==> src/rtl/spi_log_packer.sv <==
// SPI flash read-log packer: queues {addr, len} records and serializes them to a byte stream.
// Define SPI_LOG_HEX_EN to emit each record as 11 ASCII bytes ("AAAAAA LL\r\n") instead of 4 raw bytes.
module spi_log_packer #(
    parameter int DEPTH = 16
) (
    input  logic                     clk_25mhz,
    input  logic                     reset,
    input  logic                     log_strobe,
    input  logic [23:0]              log_addr,
    input  logic [7:0]               log_len,
    input  logic                     txd_ready,
    output logic [7:0]               txd,
    output logic                     txd_strobe,
    output logic [$clog2(DEPTH):0]   fifo_level,
    output logic [7:0]               overflow_count,
    output logic                     busy
);

    localparam int AW = $clog2(DEPTH);
`ifdef SPI_LOG_HEX_EN
    localparam int NBYTES = 11;
`else
    localparam int NBYTES = 4;
`endif
    localparam logic [3:0]  LAST_IDX  = 4'(NBYTES - 1);
    localparam logic [AW:0] FULL_LVL  = (AW+1)'(DEPTH);

    typedef enum logic {IDLE, SEND} state_t;

    state_t          state, state_next;
    logic [3:0]      idx, idx_next;
    logic [31:0]     rec;
    logic [31:0]     mem [DEPTH];
    logic [AW-1:0]   wr_ptr, rd_ptr;
    logic [AW:0]     level_next;
    logic            full, push, pop, load, emit;
    logic [7:0]      cur_byte;

    // Full is judged on the registered level, so a pop in the same cycle cannot make room.
    assign full = (fifo_level == FULL_LVL);
    assign push = log_strobe && !full;
    assign pop  = load;

    always_comb begin
        level_next = fifo_level;
        case ({push, pop})
            2'b10:   level_next = fifo_level + 1'b1;
            2'b01:   level_next = fifo_level - 1'b1;
            default: level_next = fifo_level;
        endcase
    end

    always_ff @(posedge clk_25mhz) begin
        if (push)
            mem[wr_ptr] <= {log_addr, log_len};
    end

    always_ff @(posedge clk_25mhz or posedge reset) begin
        if (reset) begin
            wr_ptr         <= '0;
            rd_ptr         <= '0;
            fifo_level     <= '0;
            overflow_count <= '0;
        end else begin
            if (push)
                wr_ptr <= wr_ptr + 1'b1;
            if (pop)
                rd_ptr <= rd_ptr + 1'b1;
            fifo_level <= level_next;
            if (log_strobe && full && overflow_count != 8'hFF)
                overflow_count <= overflow_count + 1'b1;
        end
    end

`ifdef SPI_LOG_HEX_EN
    function automatic logic [7:0] hex_ascii(input logic [3:0] n);
        return (n < 4'd10) ? (8'h30 + {4'h0, n}) : (8'h37 + {4'h0, n});
    endfunction

    always_comb begin
        case (idx)
            4'd0:    cur_byte = hex_ascii(rec[31:28]);
            4'd1:    cur_byte = hex_ascii(rec[27:24]);
            4'd2:    cur_byte = hex_ascii(rec[23:20]);
            4'd3:    cur_byte = hex_ascii(rec[19:16]);
            4'd4:    cur_byte = hex_ascii(rec[15:12]);
            4'd5:    cur_byte = hex_ascii(rec[11:8]);
            4'd6:    cur_byte = 8'h20;
            4'd7:    cur_byte = hex_ascii(rec[7:4]);
            4'd8:    cur_byte = hex_ascii(rec[3:0]);
            4'd9:    cur_byte = 8'h0D;
            default: cur_byte = 8'h0A;
        endcase
    end
`else
    always_comb begin
        case (idx)
            4'd0:    cur_byte = rec[31:24];
            4'd1:    cur_byte = rec[23:16];
            4'd2:    cur_byte = rec[15:8];
            default: cur_byte = rec[7:0];
        endcase
    end
`endif

    always_comb begin
        state_next = state;
        idx_next   = idx;
        load       = 1'b0;
        emit       = 1'b0;
        case (state)
            IDLE: begin
                if (fifo_level != '0) begin
                    load       = 1'b1;
                    idx_next   = 4'd0;
                    state_next = SEND;
                end
            end
            SEND: begin
                if (txd_ready) begin
                    emit = 1'b1;
                    if (idx == LAST_IDX) begin
                        idx_next   = 4'd0;
                        state_next = IDLE;
                    end else begin
                        idx_next = idx + 1'b1;
                    end
                end
            end
            default: state_next = IDLE;
        endcase
    end

    always_ff @(posedge clk_25mhz or posedge reset) begin
        if (reset) begin
            state      <= IDLE;
            idx        <= '0;
            rec        <= '0;
            txd        <= '0;
            txd_strobe <= 1'b0;
            busy       <= 1'b0;
        end else begin
            state      <= state_next;
            idx        <= idx_next;
            txd_strobe <= emit;
            if (load)
                rec <= mem[rd_ptr];
            if (emit)
                txd <= cur_byte;
            // Registered from next-state values so it tracks the FSM and level it describes.
            busy <= (state_next != IDLE) || (level_next != '0);
        end
    end

endmodule

==> config.mk <==
export PLATFORM = sky130hd
export DESIGN_NAME = spi_log_packer
export DESIGN_NICKNAME = d
export VERILOG_FILES = /design/src/rtl/spi_log_packer.sv
export SDC_FILE = /design/constraint.sdc
export NUM_CORES = 1
export LEC_CHECK = 0
export ABC_AREA = 0
export BUFFER_PORTS_ARGS = -buffer_cell sky130_fd_sc_hd__buf_4
export CORE_MARGIN = 2
export CORE_UTILIZATION = 65
export DETAILED_ROUTE_END_ITERATION = 16
export GPL_ROUTABILITY_DRIVEN = 0
export GPL_TIMING_DRIVEN = 0
export PLACE_DENSITY = 0.84
export SLEW_MARGIN = 20
export SYNTH_ARGS = -nofsm -noshare
export SYNTH_HDL_FRONTEND = slang
export SYNTH_SLANG_ARGS = --single-unit
==> constraint.sdc <==
create_clock -name clk_25mhz -period 7.25 [get_ports clk_25mhz]
set_clock_uncertainty 0.15 [all_clocks]
set_input_delay 0.3625 -clock clk_25mhz [delete_from_list [all_inputs] [get_ports clk_25mhz]]
set_output_delay 0.3625 -clock clk_25mhz [all_outputs]
set_load 0.1 [all_outputs]
==> impl_results.md <==
- Outcome: complete, no violations
- First-pass DRT Iterations: 5
- CP required: 7520 ps
- Clk root buf: clkbuf_16
- Crit path kind: register to register
- Gr usage total: 30.4%
- TritonCTS Buffers: 55
- CP Depth: 11
- Clock transition at path regs: approximately 60 ps
- Clock power share: about a quarter
- Post-synth top area share: between 60 and 70%
- Vias in the first global route: 11,668
- R2r setup slk: 3650 ps
- Count leader, synth: edfxtp_1
- Grt ovf: 0
- Period utilization: 49.6%
- Post-synth EDFFs: about 500
- Synthesis Warnings: 0
- CP startpoint: fifo_level[2]
- Switching part of the total: 31.8%
- Ranking of synthesized cells by area: edfxtp_1 68%, mux4_2 16%, dfrtp_1 7.6%
- Post-CTS Setup Bufs: 0
- Largest net degree at the start of global routing: 40
- Via Count: 11,326
- Sequential share of the synthesized area: roughly 76%
- IO buf count: 58
- #FFs+latches synth: 580
- Top-Level Pins: 59
- Routed WL per cell: around 32 um
- Max cap viols: 0
- Die area: 0.0361 sq mm
- Internal power: 7.07 mW
- Distinct cells, synth: 47
- Initial antenna violation count: 0
- Die Span X: 190 um
- Min Tclk post-route: 3600 ps
- CTS tree: done
- Drt via density: 6.81
- Worst Hold Class: primary input to register
- Final Hold Vio Count: 0
- Mapped Area: between 0.02 and 0.025 sq mm
- LEAKAGE: roughly 8.6 nW
- CP startpoint kind: register
- Detail Placement HPWL: 29,800 um
- Setup TNS: 0 ps
- Core ar.: 0.0343 sq mm
- Fraction of layout cells with a size suffix above 1: between 30 and 40%
- Crit-path cells: clkbuf_1, nor4_4, a21boi_1, clkbuf_1, inv_1, ha_1, clkbuf_1, nor2b_1, mux2i_1, xor2_1, o2111ai_1
- FFs w/ async S/R, synth: a little under an eighth
- Synth Flop Type: edfxtp_1
- Htree depth: 2
- Sequential Power Share: between 40% and 50%
- RSZ-0062 raised after global routing: no
- Syn_nets: between 1,000 and 1,500
- Area grow syn2layout: 15.1%
- Clock Sinks: 580
- Initial Util: 65.6%
- Mean Syn Cell Area: about 23 sq um
- WL final: 52,500 um
- Final #Nets: 1,214
- Top cell by count, worst path: clkbuf_1
- Maximum fanout along the worst path: 10
- DR iter-0 viols: 1,626
- Worst VDD drop: about 0.32 mV
- Area leader, netlist: edfxtp_1
- Clock Path Buffers: 3
- Slowest stage delay, CP: between 500 and 600 ps
- WHS: 13.6 ps
- First-pass GRT wire length: 77,000 um
- F_max: 278 MHz
- Post-route ant nets: 0
- Hold Crit Depth: 3
- Critical R2R Capture: busy
- Crit-path slowest cell: a21boi_1
- Final setup violation count: 0
- Data arrival, critical path: 3870 ps
- Residual DRC: 0
- Combinational share of power: between 30% and 40%
- Sw Pwr: 3.30 mW
- Max-slew headroom: 27.6%
- Synth cell count leaders: 512 x edfxtp_1, 160 x mux4_2, 68 x dfrtp_1
- Slew at the pin closest to its max-slew limit: 1090 ps
- Ant diodes: 0
- Critical path endpoint: busy
- Max-slew violation count: 0
- Pwr Density: 400 mW/mm^2
- FILL cells: 1,712
- Worst-case reg-to-reg path depth: 11
- CP bufs+invs: 4
- Post-synthesis cell count: 997
- Worst r2r src: fifo_level[2]
- Clk Latency, worst-skew pair: 580 ps
- Crit path capture type: register
- Die Span Y: ~190 um
- CP top delay family: buffers and inverters
- Num rows: just under 70
power groups by stage:
stage | combinational [mW] | sequential [mW] | clock (mW)
finish | 3.34 | 4.31 | 2.72
global placement | 3.07 | 4.34 | 0
CTS | 3.33 | 4.30 | 2.74
floorplan | 1.97 | 4.58 | 0
detailed placement | 3.25 | 4.35 | 0
global route | 3.49 | 4.33 | 2.86
tightest hold or removal path: stages:
cell and delay, ps:
buf_4 110, nand2_1 70, inv_1 110
kinds of logic (layout without fill, tap and decap cells):
group | Yosys count | after routing | synth area share [%]
flops | 580 | 580 | 75.9
fa+ha+maj | 12 | 12 | 0.667
buf+inv | 63 | 275 | 1.47
mux | 198 | 198 | 17.9
compound gates | 46 | 46 | 1.44
simple gates | 80 | 80 | 1.91
xor+xnor | 18 | 18 | 0.700
worst min-delay path by stage:
stage / start / endpoint / slack (ps)
CTS: txd_ready / txd_strobe / 6
detailed placement: reset / overflow_count[6] / 240
finish: txd_ready / txd_strobe / 10
global placement: txd[0] / txd[0] / 320
floorplan: log_len[0] / mem[0][0] / 310
global route: txd_ready / txd_strobe / 10
placed cells by master (no fill, tap or decap), types with 7 or more instances in the layout:
master,n
dfrtp_1,68
buf_4,68
clkbuf_16,55
o21ai_0,13
inv_1,9
mux2_2,34
ha_1,12
a21oi_1,10
nand2_1,18
buf_1,11
clkbuf_1,43
dlygate4sd3_1,33
edfxtp_1,512
nor2_1,21
a222oi_1,8
buf_2,7
clkinv_2,8
and3_2,7
buf_12,7
buf_6,12
xnor2_1,12
mux4_2,160
timing repair:
| action | 4_1_cts | 5_1_grt |
|---|---|---|
| hold buffers | 33 | 0 |
| hold endpoints to repair | 541 | 0 |
| resized for setup | 0 | 0 |
layout make-up:
class,instances,area [sq um],share of cell area [%]
buffer,53,295,1.14
clock inverter,19,169,0.652
tap,455,569,2.20
sequential,580,17100,65.9
inverter,10,40.0,0.155
clock buffer,81,1520,5.88
timing repair buffer,112,1090,4.23
multi-input combinational,354,5140,19.8
per-stage QoR:
stage	cells	cell area [sq um]	worst slack (ps)	power [mW]	utilization [%]
final	1664	25900	3650	10.4	75.6
after floorplan	997	22500	2300	6.56	-
after global placement	1510	23500	94.2	7.41	68.6
after CTS	1664	25900	3740	10.4	75.5
after global routing	1664	25900	3400	10.7	75.6
after detailed placement	1531	23900	3800	7.60	69.6
sequential cells by signal, summed over array words and instances, names as in the netlist:
register and count:
mem 512, rec 32, overflow_count 8, txd 8, fifo_level 5, idx 4, rd_ptr 4, wr_ptr 4
busy 1, state 1, txd_strobe 1
layer usage:
layer,up-vias,share of wire [%],track usage [%]
li1,4512,-,-
met1,5913,36,41.2
met2,756,51,50.6
met3,145,9.4,5.44
met4,0,3.7,11.0
met5,-,0,0
No activity file was read; power rests on OpenSTA's default activity.
